## src/rtl/simple_uart_pkg.sv

```systemverilog
// simple_uart_tx shared definitions
// register map, FSM states, STATUS layout
package simple_uart_pkg;

  localparam logic [7:0] RegTxData = 8'h00;
  localparam logic [7:0] RegStatus = 8'h01;
  localparam logic [7:0] RegCtrl   = 8'h02;
  localparam logic [7:0] RegClkDiv = 8'h03;

  localparam int StatusFull  = 0;
  localparam int StatusEmpty = 1;
  localparam int StatusBusy  = 2;
  localparam int StatusLvlLo = 8;
  localparam int StatusLvlHi = 14;

  localparam int CtrlTxEn  = 0;
  localparam int CtrlIrqEn = 1;

  typedef enum logic [1:0] {
    TX_IDLE,
    TX_START,
    TX_DATA,
    TX_STOP
  } uart_tx_state_e;

  typedef struct packed {
    logic        rvalid;
    logic        err;
    logic [31:0] rdata;
  } uart_rsp_t;

  // a zero divider would stall the baud counter
  function automatic logic [15:0] clkdiv_fix(
    input logic [15:0] v
  );
    return (v == 16'd0) ? 16'd1 : v;
  endfunction

endpackage

```

## src/rtl/simple_uart_fifo.sv

```systemverilog
// simple_uart_fifo: byte FIFO, fall-through read
// extra pointer bit separates full from empty
module simple_uart_fifo #(
  parameter int Depth = 8,
  localparam int PtrW = $clog2(Depth),
  localparam int LvlW = PtrW + 1
) (
  input  logic            clk_i,
  input  logic            rst_ni,
  input  logic            push,
  input  logic            pop,
  input  logic [7:0]      wdata,
  output logic [7:0]      rdata,
  output logic            full,
  output logic            empty,
  output logic [LvlW-1:0] level
);

  logic [7:0]    mem [Depth];
  logic [PtrW:0] wr_ptr_q;
  logic [PtrW:0] rd_ptr_q;
  logic          do_push;
  logic          do_pop;

  assign do_push = push & ~full;
  assign do_pop  = pop & ~empty;

  assign empty = (wr_ptr_q == rd_ptr_q);
  assign full  =
    (wr_ptr_q[PtrW] != rd_ptr_q[PtrW]) &&
    (wr_ptr_q[PtrW-1:0] == rd_ptr_q[PtrW-1:0]);
  assign level = wr_ptr_q - rd_ptr_q;
  assign rdata = mem[rd_ptr_q[PtrW-1:0]];

  // storage array, no reset needed
  always_ff @(posedge clk_i) begin
    if (do_push) begin
      mem[wr_ptr_q[PtrW-1:0]] <= wdata;
    end
  end

  // read and write pointers
  always_ff @(posedge clk_i or negedge rst_ni) begin
    if (!rst_ni) begin
      wr_ptr_q <= '0;
      rd_ptr_q <= '0;
    end else begin
      if (do_push) wr_ptr_q <= wr_ptr_q + 1'b1;
      if (do_pop)  rd_ptr_q <= rd_ptr_q + 1'b1;
    end
  end

endmodule

```

## src/rtl/simple_uart_tx.sv

```systemverilog
// simple_uart_tx: bus-mapped 8N1 transmitter
// register decode, response reg, TX FSM, irq
module simple_uart_tx
  import simple_uart_pkg::*;
#(
  parameter int          DataWidth    = 32,
  parameter int          AddressWidth = 32,
  parameter int          FifoDepth    = 8,
  parameter logic [15:0] ClkDivReset  = 16'd868
) (
  input  logic                    clk_i,
  input  logic                    rst_ni,
  input  logic                    req_i,
  input  logic                    we_i,
  input  logic [3:0]              be_i,
  input  logic [AddressWidth-1:0] addr_i,
  input  logic [DataWidth-1:0]    wdata_i,
  output logic                    rvalid_o,
  output logic [DataWidth-1:0]    rdata_o,
  output logic                    err_o,
  output logic                    tx_o,
  output logic                    irq_o
);

  localparam int LvlW = $clog2(FifoDepth) + 1;

  logic [7:0]      reg_idx;
  logic            sel_txdata;
  logic            sel_status;
  logic            sel_ctrl;
  logic            sel_clkdiv;
  logic            wr_txdata;
  logic            wr_ctrl;
  logic            wr_clkdiv;

  logic            fifo_push;
  logic            fifo_pop;
  logic [7:0]      fifo_rdata;
  logic            fifo_full;
  logic            fifo_empty;
  logic [LvlW-1:0] fifo_level;

  logic            tx_en_q;
  logic            irq_en_q;
  logic [15:0]     clkdiv_q;
  logic [15:0]     clkdiv_new;

  uart_tx_state_e  state_q;
  logic [15:0]     baud_cnt_q;
  logic [2:0]      bit_idx_q;
  logic [7:0]      shift_q;
  logic            tx_q;
  logic            irq_q;
  logic            busy;
  logic            bit_end;
  logic [15:0]     baud_reload;

  logic [31:0]     status_word;
  logic [31:0]     rd_data;
  logic            rd_err;
  uart_rsp_t       rsp_q;

  logic            unused_bits;

  assign unused_bits = ^{addr_i[AddressWidth-1:10],
                         addr_i[1:0],
                         wdata_i[DataWidth-1:16],
                         be_i[3:2]};

  assign reg_idx    = addr_i[9:2];
  assign sel_txdata = req_i && (reg_idx == RegTxData);
  assign sel_status = req_i && (reg_idx == RegStatus);
  assign sel_ctrl   = req_i && (reg_idx == RegCtrl);
  assign sel_clkdiv = req_i && (reg_idx == RegClkDiv);

  assign wr_txdata = sel_txdata & we_i & be_i[0];
  assign wr_ctrl   = sel_ctrl & we_i & be_i[0];
  assign wr_clkdiv = sel_clkdiv & we_i & (|be_i[1:0]);

  assign fifo_push = wr_txdata & ~fifo_full;

  assign busy        = (state_q != TX_IDLE);
  assign bit_end     = (baud_cnt_q == 16'd0);
  assign baud_reload = clkdiv_q - 16'd1;

  // a frame may start from IDLE or chain straight out of STOP
  assign fifo_pop = tx_en_q & ~fifo_empty &
    ((state_q == TX_IDLE) |
     ((state_q == TX_STOP) & bit_end));

  simple_uart_fifo #(
    .Depth (FifoDepth)
  ) u_fifo (
    .clk_i  (clk_i),
    .rst_ni (rst_ni),
    .push   (fifo_push),
    .pop    (fifo_pop),
    .wdata  (wdata_i[7:0]),
    .rdata  (fifo_rdata),
    .full   (fifo_full),
    .empty  (fifo_empty),
    .level  (fifo_level)
  );

  // STATUS image, sampled in the request cycle
  always_comb begin
    status_word = '0;
    status_word[StatusFull]  = fifo_full;
    status_word[StatusEmpty] = fifo_empty;
    status_word[StatusBusy]  = busy;
    status_word[StatusLvlHi:StatusLvlLo] =
      7'(fifo_level);
  end

  // merge byte lanes of a CLKDIV write
  always_comb begin
    clkdiv_new = clkdiv_q;
    if (be_i[0]) clkdiv_new[7:0]  = wdata_i[7:0];
    if (be_i[1]) clkdiv_new[15:8] = wdata_i[15:8];
  end

  // read mux and error decode
  always_comb begin
    rd_data = '0;
    rd_err  = 1'b0;
    unique case (1'b1)
      sel_txdata: rd_err = wr_txdata & fifo_full;
      sel_status: begin
        rd_err = we_i;
        if (!we_i) rd_data = status_word;
      end
      sel_ctrl: begin
        if (!we_i) rd_data = {30'b0, irq_en_q, tx_en_q};
      end
      sel_clkdiv: begin
        if (!we_i) rd_data = {16'b0, clkdiv_q};
      end
      default: rd_err = req_i;
    endcase
  end

  // CTRL and CLKDIV registers
  always_ff @(posedge clk_i or negedge rst_ni) begin
    if (!rst_ni) begin
      tx_en_q  <= 1'b0;
      irq_en_q <= 1'b0;
      clkdiv_q <= ClkDivReset;
    end else begin
      if (wr_ctrl) begin
        tx_en_q  <= wdata_i[CtrlTxEn];
        irq_en_q <= wdata_i[CtrlIrqEn];
      end
      if (wr_clkdiv) begin
        clkdiv_q <= clkdiv_fix(clkdiv_new);
      end
    end
  end

  // one registered response per request
  always_ff @(posedge clk_i or negedge rst_ni) begin
    if (!rst_ni) begin
      rsp_q <= '0;
    end else begin
      rsp_q.rvalid <= req_i;
      rsp_q.err    <= rd_err;
      rsp_q.rdata  <= rd_data;
    end
  end

  // transmit FSM with registered line output
  always_ff @(posedge clk_i or negedge rst_ni) begin
    if (!rst_ni) begin
      state_q    <= TX_IDLE;
      baud_cnt_q <= '0;
      bit_idx_q  <= '0;
      shift_q    <= '0;
      tx_q       <= 1'b1;
    end else begin
      case (state_q)
        TX_IDLE: begin
          if (fifo_pop) begin
            shift_q    <= fifo_rdata;
            baud_cnt_q <= baud_reload;
            tx_q       <= 1'b0;
            state_q    <= TX_START;
          end
        end
        TX_START: begin
          if (bit_end) begin
            baud_cnt_q <= baud_reload;
            bit_idx_q  <= '0;
            tx_q       <= shift_q[0];
            state_q    <= TX_DATA;
          end else begin
            baud_cnt_q <= baud_cnt_q - 16'd1;
          end
        end
        TX_DATA: begin
          if (bit_end) begin
            baud_cnt_q <= baud_reload;
            if (bit_idx_q == 3'd7) begin
              tx_q    <= 1'b1;
              state_q <= TX_STOP;
            end else begin
              bit_idx_q <= bit_idx_q + 3'd1;
              shift_q   <= {1'b0, shift_q[7:1]};
              tx_q      <= shift_q[1];
            end
          end else begin
            baud_cnt_q <= baud_cnt_q - 16'd1;
          end
        end
        TX_STOP: begin
          if (bit_end) begin
            if (fifo_pop) begin
              shift_q    <= fifo_rdata;
              baud_cnt_q <= baud_reload;
              tx_q       <= 1'b0;
              state_q    <= TX_START;
            end else begin
              state_q <= TX_IDLE;
            end
          end else begin
            baud_cnt_q <= baud_cnt_q - 16'd1;
          end
        end
        default: state_q <= TX_IDLE;
      endcase
    end
  end

  // drained interrupt, one cycle behind the condition
  always_ff @(posedge clk_i or negedge rst_ni) begin
    if (!rst_ni) begin
      irq_q <= 1'b0;
    end else begin
      irq_q <= irq_en_q & fifo_empty & ~busy;
    end
  end

  assign rvalid_o = rsp_q.rvalid;
  assign err_o    = rsp_q.err;
  assign rdata_o  = DataWidth'(rsp_q.rdata);
  assign tx_o     = tx_q;
  assign irq_o    = irq_q;

endmodule

```

## config.mk

```make
export PLATFORM = sky130hd
export DESIGN_NAME = simple_uart_tx
export DESIGN_NICKNAME = d
export VERILOG_FILES = /design/src/rtl/simple_uart_pkg.sv /design/src/rtl/simple_uart_fifo.sv /design/src/rtl/simple_uart_tx.sv
export SDC_FILE = /design/constraint.sdc
export NUM_CORES = 1
export LEC_CHECK = 0
export CAP_MARGIN = 20
export CORE_MARGIN = 10
export CORE_UTILIZATION = 59
export DETAILED_ROUTE_END_ITERATION = 10
export PLACE_DENSITY = 0.92
export SYNTH_ARGS = -nofsm -noshare
export SYNTH_HDL_FRONTEND = slang
export SYNTH_SLANG_ARGS = --single-unit
```

## constraint.sdc

```tcl
create_clock -name clk_i -period 5.01 [get_ports clk_i]
set_clock_uncertainty 0.15 [all_clocks]
set_input_delay 0.501 -clock clk_i [delete_from_list [all_inputs] [get_ports clk_i]]
set_output_delay 0.501 -clock clk_i [all_outputs]
set_load 0.02 [all_outputs]
```

==> results.sh, run 1 <==
export IMPL_grtUsageMet1=0.260
export IMPL_cts_tree="done"
export IMPL_wire_per_inst_um=21.2
export IMPL_htreeDepth=4
export IMPL_rsz0062_at_grt="false"
export IMPL_stdcell_area_um2=8140
export IMPL_grt_ovfl_total=0
export IMPL_worstMarginPinSlew_ns=1.09
export IMPL_max_clock_freq_mhz=265
export IMPL_yosysWarnings=0
export IMPL_grt_pass1_vias=5189
export IMPL_wl_mm=17.3
export IMPL_cts_made_buffers=17
export IMPL_gr_usage_all_layers=0.213
export IMPL_nNetsFinal=746
export IMPL_drive_gt1_frac=0.132
export IMPL_timing_final_ws_setup_ns=1.24
export IMPL_initial_core_util=0.611
export IMPL_drcViolationCount=0
export IMPL_tns_ns=0
export IMPL_synth_edf_count=64
export IMPL_gp_congestion=0.886
export IMPL_dieArea_um2=16700
export IMPL_cts_setup_buffers=0
export IMPL_dieWidth_um=129
export IMPL_layout_commonest_cell="nor2_1"
export IMPL_synth_top_area_cell="edfxtp_1"
export IMPL_grtUsageMet3=0.0428
export IMPL_cts_resized=0
export IMPL_die_h_um=129
export IMPL_path_clk_slew_ns=0.06
export IMPL_syn_avg_cell_area_um2=11.5
export IMPL_area_delta_synth_final_pct=15.3
export IMPL_antenna_found_initial=0
export IMPL_drtPass1Iterations=5
export IMPL_via_per_inst=6.44
export IMPL_relSlewSlack=0.276
export IMPL_cp_end_kind="flop"
export IMPL_synth_area_um2=7060
export IMPL_r2r_slack_ns=1.24
export IMPL_use_met2=0.362
export IMPL_p_per_area_nw_per_um2=522
export IMPL_synth_main_ff_cell="dfrtp_1"
export IMPL_place_area_um2=7570
export IMPL_synth_cells=615
export IMPL_power_leakage_nw=3.29
export IMPL_clk_latency_ns=0.43
export IMPL_cp_max_fo=20
export IMPL_seq_area_frac_synth=0.539
export IMPL_setup_violations=0
export IMPL_peakVddDrop_mv=0.306
export IMPL_clock_path_buffers=2
export IMPL_root_buffer="clkbuf_16"
export IMPL_finalCritPeriodShare=0.752
export IMPL_drtIter0Drc=801
export IMPL_status="finished, final reports clean"
export IMPL_grt_busiest_layer="met2"
export IMPL_rows=39
export IMPL_startpoint_type="flop"
export IMPL_synth_distinct_cells=63
export IMPL_grt_first_pass_wirelength_mm=27.6
export IMPL_cts_sinks=139
export IMPL_grt_max_degree=76
export IMPL_required_ns=5.17
export IMPL_dp_cells=783
export IMPL_min_period_ns=3.77
export IMPL_n_antenna_cell=0
export IMPL_synth_top_area_frac=0.272
export IMPL_cp_arrival_ns=3.93
export IMPL_core_um2=11600
export IMPL_crit_type="flop to flop"
export IMPL_hold_viol_final=0
export IMPL_portBuffers=49
export IMPL_dp_hpwl_mm=11.4
export IMPL_ys_ff_latch=139
export IMPL_maxSlewViolCount=0
export IMPL_maxCapViolCount=0
export IMPL_ant_nets=0
export IMPL_hold_path_class="primary input to asynchronous set/reset pin"
export IMPL_mostFrequentLayoutCells="nor2_1, dfrtp_1, edfxtp_1"
export IMPL_layout_cells_non_filler=815
export IMPL_synth_top_cells_by_area="edfxtp_1, dfrtp_1, mux4_2"
export IMPL_place_ws_ns=1.42
export IMPL_ios=108
export IMPL_vias=5245
export IMPL_cts_hold_buf=0
export IMPL_synth_async_reset_ratio=0.540
==> per-layer routing <==
layer | part of all wire | vias up
met5 | 0 | -
met4 | 0.026 | 0
met3 | 0.086 | 48
met2 | 0.50 | 330
met1 | 0.39 | 2569
li1 | - | 2298
==> through the flow <==
step / hold slack, ns / util / total power, mW
after global placement: 0.311 / 0.654 / 2.88
after detailed placement: 0.325 / 0.654 / 2.96
after CTS: 0.100 / 0.704 / 4.22
after global routing: 0.146 / 0.704 / 4.47
final: 0.0787 / 0.704 / 4.25
after floorplan: 0.0554 / - / 2.63
==> Yosys cell counts, drive strengths merged (5+ instances only) <==
| library cell | count |
|---|---|
| buf | 24 |
| dfstp | 6 |
| nor4 | 10 |
| mux2i | 20 |
| nor2 | 73 |
| o32ai | 8 |
| nand2 | 50 |
| nand3 | 5 |
| dfrtp | 69 |
| edfxtp | 64 |
| mux2 | 17 |
| clkbuf | 20 |
| ha | 14 |
| xor2 | 16 |
| nor3 | 16 |
| mux4 | 16 |
| nand2b | 8 |
| and2 | 12 |
| o21ai | 30 |
| a21oi | 42 |
| nand4 | 7 |
| inv | 20 |
| xnor2 | 14 |
==> critical path, stage by stage, from the launching register on <==
cell     delay, ns
dfrtp_1       0.96
inv_1         0.19
ha_1          0.42
a41oi_2       0.84
nand3_1       0.15
a221o_1       0.56
o31ai_1       0.36
==> logic make-up (layout without fill, tap and decap cells) <==
| logic type | Yosys count | after routing | synth area share |
|---|---|---|---|
| adder cells (fa/ha/maj) | 15 | 15 | 0.0276 |
| flip-flops | 139 | 139 | 0.539 |
| AND/OR/NAND/NOR | 204 | 204 | 0.146 |
| buffers and inverters | 64 | 106 | 0.0464 |
| other | 1 | 16 | 0.000531 |
| multiplexers | 53 | 53 | 0.107 |
| XOR/XNOR | 30 | 30 | 0.0372 |
| AO/OA/AOI/OAI | 109 | 109 | 0.0964 |
==> state kept, by name, summed over array words and instances (netlist names) <==
register,flops
shift_q,8
u_fifo.rd_ptr_q,4
tx_en_q,1
rdata_o,16
u_fifo.wr_ptr_q,4
tx_o,1
err_o,1
state_q,2
u_fifo.mem,64
irq_o,1
rvalid_o,1
clkdiv_q,16
irq_en_q,1
bit_idx_q,3
baud_cnt_q,16
==> final cells by class <==
class	instances	area, µm²
Tap cell	143	179
Fill cell	732	3420
Inverter	20	75.1
Sequential cell	139	3810
Clock inverter	14	146
Timing Repair Buffer	54	526
Clock buffer	18	429
Multi-Input combinational cell	427	2980
==> where the power goes <==
part / total (mW) / switching, mW / internal [mW] / leakage, nW
Sequential: 1.46 / 0.150 / 1.31 / 1.54
Combinational: 1.56 / 0.948 / 0.614 / 1.47
Clock: 1.22 / 0.490 / 0.732 / 0.280
==> worst paths after layout <==
| kind | startpoint | end | cells after the start |
|---|---|---|---|
| setup / recovery | u_fifo.rd_ptr_q[1]$_DFFE_PN0P_ | shift_q[7]$_DFFE_PN0P_ | 6 |
| hold / removal | rst_ni | baud_cnt_q[13]$_DFF_PN0_ | 1 |
| setup reg to reg | u_fifo.rd_ptr_q[1]$_DFFE_PN0P_ | shift_q[7]$_DFFE_PN0P_ | 6 |
| hold reg to reg | shift_q[6]$_DFFE_PN0P_ | shift_q[6]$_DFFE_PN0P_ | 2 |
| max in group asynchronous | rst_ni | tx_en_q$_DFFE_PN0P_ | 1 |
| min in group clk_i | shift_q[6]$_DFFE_PN0P_ | shift_q[6]$_DFFE_PN0P_ | 2 |
Power figures use the tool's default switching activity.
==> run 2: changes to the inputs <==
--- a/config.mk
+++ b/config.mk
@@ -7,9 +7,9 @@
 export LEC_CHECK = 0
 export CAP_MARGIN = 20
 export CORE_MARGIN = 10
-export CORE_UTILIZATION = 59
+export CORE_UTILIZATION = 49
 export DETAILED_ROUTE_END_ITERATION = 10
-export PLACE_DENSITY = 0.92
+export PLACE_DENSITY = 0.82
 export SYNTH_ARGS = -nofsm -noshare
 export SYNTH_HDL_FRONTEND = slang
 export SYNTH_SLANG_ARGS = --single-unit
==> constraint.sdc (replaced) <==
create_clock -name clk_i -period 3.1 [get_ports clk_i]
set_clock_uncertainty 0.15 [all_clocks]
set_input_delay 0.31 -clock clk_i [delete_from_list [all_inputs] [get_ports clk_i]]
set_output_delay 0.31 -clock clk_i [all_outputs]
set_load 0.02 [all_outputs]
==> run 2 against run 1 <==
Compared with the run above:
- first-iteration DRC count down 54%
- largest power group unchanged
- power grew 61%
- cell area grew 2.9%
- die area rose by 17%
- global-route usage decreased by 4.3 points
- non-clock buffer count increased by 21
- core utilization is 11 points lower
==> results.sh, run 2 (synthesis gave the netlist of run 1 again) <==
export IMPL_status="finished, final reports clean"
export IMPL_worst_hold_slack_ns=0.277
export IMPL_grt_pass1_vias=5245
export IMPL_required_ns=3.09
export IMPL_vias=5094
export IMPL_p_per_area_nw_per_um2=818
export IMPL_crit_type="flop to flop"
export IMPL_clock_path_buffers=2
export IMPL_worstMarginPinSlew_ns=0.967
export IMPL_dieWidth_um=140
export IMPL_drive_gt1_frac=0.166
export IMPL_ios=108
export IMPL_power_leakage_nw=3.40
export IMPL_initial_core_util=0.505
export IMPL_root_buffer="clkbuf_16"
export IMPL_largest_reg_flops=64
export IMPL_drcViolationCount=0
export IMPL_mostFrequentLayoutCells="nor2_1, dfrtp_1, edfxtp_1"
export IMPL_cts_sinks=139
export IMPL_num_fill_cells=1082
export IMPL_antenna_found_initial=0
export IMPL_path_clk_slew_ns=0.06
export IMPL_relSlewSlack=0.355
export IMPL_crit_chain="inv_2, ha_1, nand3_1, nor2_1, nor4_4, nand2_1, nor2_2, buf_12"
export IMPL_ant_nets=0
export IMPL_min_period_ns=2.71
export IMPL_layout_commonest_cell="nor2_1"
export IMPL_cts_setup_buffers=0
export IMPL_tns_ns=0
export IMPL_startpoint_type="flop"
export IMPL_peakVddDrop_mv=0.507
export IMPL_grt_ovfl_total=0
export IMPL_cts_hold_buf=1
export IMPL_grt_max_degree=76
export IMPL_min_path_cells=1
export IMPL_drtPass1Iterations=6
export IMPL_cpMaxStageDelayCell="nor4_4"
export IMPL_fin_util=0.599
export IMPL_gp_congestion=0.885
export IMPL_slowest_delay_ns=0.46
export IMPL_cp_end_kind="flop"
export IMPL_grt_first_pass_wirelength_mm=26.7
export IMPL_htreeDepth=4
export IMPL_hold_viol_final=0
export IMPL_n_antenna_cell=0
export IMPL_core_um2=14000
export IMPL_rsz0062_at_grt="false"
export IMPL_rows=43
export IMPL_maxSlewViolCount=0
export IMPL_cp_arrival_ns=2.71
export IMPL_setup_violations=0
export IMPL_portBuffers=49
export IMPL_multi_input_area_um2=3000
export IMPL_hold_path_class="primary input to flop"
export IMPL_wl_mm=16.2
export IMPL_via_per_inst=5.84
export IMPL_reg2reg_depth=8
export IMPL_stdcell_area_um2=8380
export IMPL_dieArea_um2=19600
export IMPL_max_clock_freq_mhz=369
export IMPL_place_area_um2=7790
export IMPL_cp_max_fo=9
export IMPL_area_delta_synth_final_pct=18.7
export IMPL_finalCritPeriodShare=0.875
export IMPL_cts_tree="done"
export IMPL_nNetsFinal=767
export IMPL_cts_made_buffers=17
export IMPL_maxCapViolCount=0
export IMPL_dp_hpwl_mm=11.6
export IMPL_wire_per_inst_um=18.6
export IMPL_seqCellArea_um2=3810
export IMPL_drtIter0Drc=372
export IMPL_gr_usage_all_layers=0.169
export IMPL_die_h_um=140
export IMPL_clk_latency_ns=0.43
export IMPL_cts_resized=0
==> run 2: worst paths after layout <==
path                                           startpoint                          to  slack (ns)
max                        u_fifo.rd_ptr_q[2]$_DFFE_PN0P_  u_fifo.mem[7][2]$_DFFE_PP_        0.39
min reg2reg                        shift_q[6]$_DFFE_PN0P_      shift_q[6]$_DFFE_PN0P_        0.33
min in group asynchronous                          rst_ni    baud_cnt_q[13]$_DFF_PN0_        0.43
max reg2reg                u_fifo.rd_ptr_q[2]$_DFFE_PN0P_  u_fifo.mem[7][2]$_DFFE_PP_        0.39
min                                                 req_i          rvalid_o$_DFF_PN0_        0.28
max in group asynchronous                          rst_ni    baud_cnt_q[15]$_DFF_PN0_        1.74
==> run 2: where the power goes <==
group | total [mW] | switching [mW] | internal [mW]
clock | 1.96 | 0.828 | 1.13
combinational | 2.58 | 1.53 | 1.05
sequential | 2.32 | 0.190 | 2.12
==> run 2: layer usage <==
metal | global-route usage | vias to the layer above | wire (µm)
met5 | 0 | - | 0
met4 | 0.0614 | 0 | 268
met3 | 0.0571 | 27 | 1230
met2 | 0.286 | 192 | 8190
met1 | 0.195 | 2534 | 6530
li1 | - | 2341 | -
==> run 2: final cells by class <==
| type | instances | area share |
|---|---|---|
| Sequential cell | 139 | 0.454 |
| Clock inverter | 15 | 0.0185 |
| Timing Repair Buffer | 75 | 0.0833 |
| Multi-Input combinational cell | 427 | 0.357 |
| Clock buffer | 17 | 0.0508 |
| Tap cell | 180 | 0.0269 |
| Inverter | 20 | 0.00896 |
==> run 2: per-stage QoR <==
step / setup WS, ns / total power [mW] / std cells
final: 0.386 / 6.86 / 873
after global routing: 0.205 / 7.26 / 873
after CTS: 0.357 / 6.86 / 873
after detailed placement: 0.0834 / 4.88 / 840
after global placement: 0.221 / 4.80 / 840
after floorplan: -0.00337 / 4.25 / 630
==> run 2: critical path: cells and delay by family (launching register included) <==
family / cells / cell delay [ns]
buffers and inverters: 2 / 0.39
AND/OR/NAND/NOR: 5 / 1.13
flip-flops: 1 / 0.41
adder cells (fa/ha/maj): 1 / 0.35
==> run 3: changes to the inputs <==
--- a/config.mk
+++ b/config.mk
@@ -9,7 +9,9 @@
 export CORE_MARGIN = 10
 export CORE_UTILIZATION = 49
 export DETAILED_ROUTE_END_ITERATION = 10
+export GPL_ROUTABILITY_DRIVEN = 0
 export PLACE_DENSITY = 0.82
+export RECOVER_POWER = 100
 export SYNTH_ARGS = -nofsm -noshare
 export SYNTH_HDL_FRONTEND = slang
 export SYNTH_SLANG_ARGS = --single-unit
==> run 3 against run 2 <==
Compared with the run above:
- the run now ends with DRC, capacitance limit, slew limit left
- critical path type unchanged
- largest power group unchanged
- worst setup slack worse by 0.13 ns
- critical endpoint is now u_fifo.mem[1][2]$_DFFE_PP_
- largest cell class unchanged
- first-iteration DRC count rose by 91%
- non-clock buffer count is 2 lower
- register-to-register slack got worse by 0.13 ns
- via count up 1.1%
- combinational power about the same
==> results.sh, run 3 (synthesis gave the netlist of run 1 again) <==
export IMPL_cp_arrival_ns=2.80
export IMPL_clk_latency_ns=0.43
export IMPL_place_area_um2=7770
export IMPL_layout_commonest_cell="nor2_1"
export IMPL_max_clock_freq_mhz=352
export IMPL_ant_nets=0
export IMPL_gr_usage_all_layers=0.175
export IMPL_violations="DRC, capacitance limit, slew limit"
export IMPL_grt_max_degree=76
export IMPL_required_ns=3.06
export IMPL_status="finished with violations"
export IMPL_grt_first_pass_wirelength_mm=27.5
export IMPL_largest_reg_flops=64
export IMPL_via_per_inst=5.91
export IMPL_area_delta_synth_final_pct=17.7
export IMPL_drtPass1Iterations=10
export IMPL_dp_cells=838
export IMPL_cts_made_buffers=17
export IMPL_wire_per_inst_um=19.4
export IMPL_dieWidth_um=140
export IMPL_cts_setup_buffers=0
export IMPL_initial_core_util=0.505
export IMPL_n_antenna_cell=0
export IMPL_maxCapViolCount=1
export IMPL_nNetsFinal=765
export IMPL_worst_hold_slack_ns=0.334
export IMPL_vias=5151
export IMPL_ios=108
export IMPL_drive_gt1_frac=0.145
export IMPL_core_um2=14000
export IMPL_p_per_area_nw_per_um2=828
export IMPL_htreeDepth=4
export IMPL_tns_ns=0
export IMPL_root_buffer="clkbuf_16"
export IMPL_dp_hpwl_mm=11.7
export IMPL_peakVddDrop_mv=0.426
export IMPL_drtIter0Drc=710
export IMPL_portBuffers=49
export IMPL_mostFrequentLayoutCells="nor2_1, dfrtp_1, edfxtp_1"
export IMPL_clock_path_buffers=2
export IMPL_cp_max_fo=9
export IMPL_fin_util=0.594
export IMPL_worstMarginPinSlew_ns=1.85
export IMPL_hold_viol_final=0
export IMPL_grt_busiest_layer="met2"
export IMPL_rows=43
export IMPL_maxSlewViolCount=76
export IMPL_min_period_ns=2.84
export IMPL_grtUsageMet1=0.200
export IMPL_grt_ovfl_total=0
export IMPL_hold_path_class="flop to flop"
export IMPL_use_met2=0.300
export IMPL_wl_mm=16.9
export IMPL_dieArea_um2=19600
export IMPL_die_h_um=140
export IMPL_cts_sinks=139
export IMPL_relSlewSlack=-0.232
export IMPL_layout_cells_non_filler=871
export IMPL_power_leakage_nw=3.41
export IMPL_path_clk_slew_ns=0.06
export IMPL_cp_end_kind="flop"
export IMPL_antenna_found_initial=0
export IMPL_grt_pass1_vias=5322
export IMPL_cts_tree="done"
export IMPL_timing_final_ws_setup_ns=0.261
export IMPL_drcViolationCount=1
export IMPL_rsz0062_at_grt="false"
export IMPL_grtUsageMet3=0.0473
export IMPL_place_ws_ns=0.164
export IMPL_finalCritPeriodShare=0.916
export IMPL_stdcell_area_um2=8310
export IMPL_startpoint_type="flop"
export IMPL_setup_violations=0
export IMPL_crit_type="flop to flop"
export IMPL_finalPower_mw=6.88
[run 3: cell types whose count changed in the layout (fill, tap and decap cells not counted), moves of 3 or more]
cell             before  now
dlygate4sd3_1         1   31
o21ai_0              20   28
buf_4                25   11
clkdlybuf4s50_1      48   18
clkinvlp_4            2    5
and2_1               12    2
clkbuf_2              0    8
o21ai_1               7    1
and2_0                0   10
clkbuf_1              0    6
[run 3: final cells by class]
type	count	area, µm²
fillers	1075	5680
flip-flops and latches	139	3810
multi-input cells	427	2960
repair buffers	73	648
clock buffers	21	483
well taps	180	225
clock inverters	11	108
inverters	20	75.1
[run 3: metal layers]
layer  vias up  routed length [µm]
met4         0                 424
met3        37                1450
met1      2498                6360
met2       270                8630
li1       2346                   -
met5         -                   0
[run 3: timing repair]
| item | CTS | global route |
|---|---|---|
| resized for setup | 0 | 0 |
| hold buffers | 1 | 0 |
| endpoints found under the hold margin | 69 | 0 |
[run 3: worst paths after layout]
kind	slack, ns	from	depth (start not counted)	endpoint
hold reg to reg	0.33	shift_q[0]$_DFFE_PN0P_	2	shift_q[0]$_DFFE_PN0P_
setup reg to reg	0.26	u_fifo.rd_ptr_q[2]$_DFFE_PN0P_	8	u_fifo.mem[1][2]$_DFFE_PP_
hold / removal	0.33	shift_q[0]$_DFFE_PN0P_	2	shift_q[0]$_DFFE_PN0P_
min in group asynchronous	0.78	rst_ni	2	baud_cnt_q[14]$_DFF_PN0_
max in group asynchronous	0.94	rst_ni	2	clkdiv_q[3]$_DFFE_PN0P_
setup / recovery	0.26	u_fifo.rd_ptr_q[2]$_DFFE_PN0P_	8	u_fifo.mem[1][2]$_DFFE_PP_
[run 3: worst max-delay path, stage by stage (launching register included)]
cell and delay [ns]:
dfrtp_1 0.43, inv_2 0.24, ha_1 0.34, nand3_1 0.13, nor2_1 0.10, nor4_4 0.46, nand2_1 0.20, nor3_2 0.16
clkbuf_2 0.29
[run 3: power breakdown]
group	internal (mW)	total [mW]	leakage, nW	switching, mW
clock	1.20	2.00	0.273	0.799
combinational	1.01	2.55	1.60	1.54
sequential	2.13	2.33	1.54	0.203
total	4.34	6.88	3.41	2.54
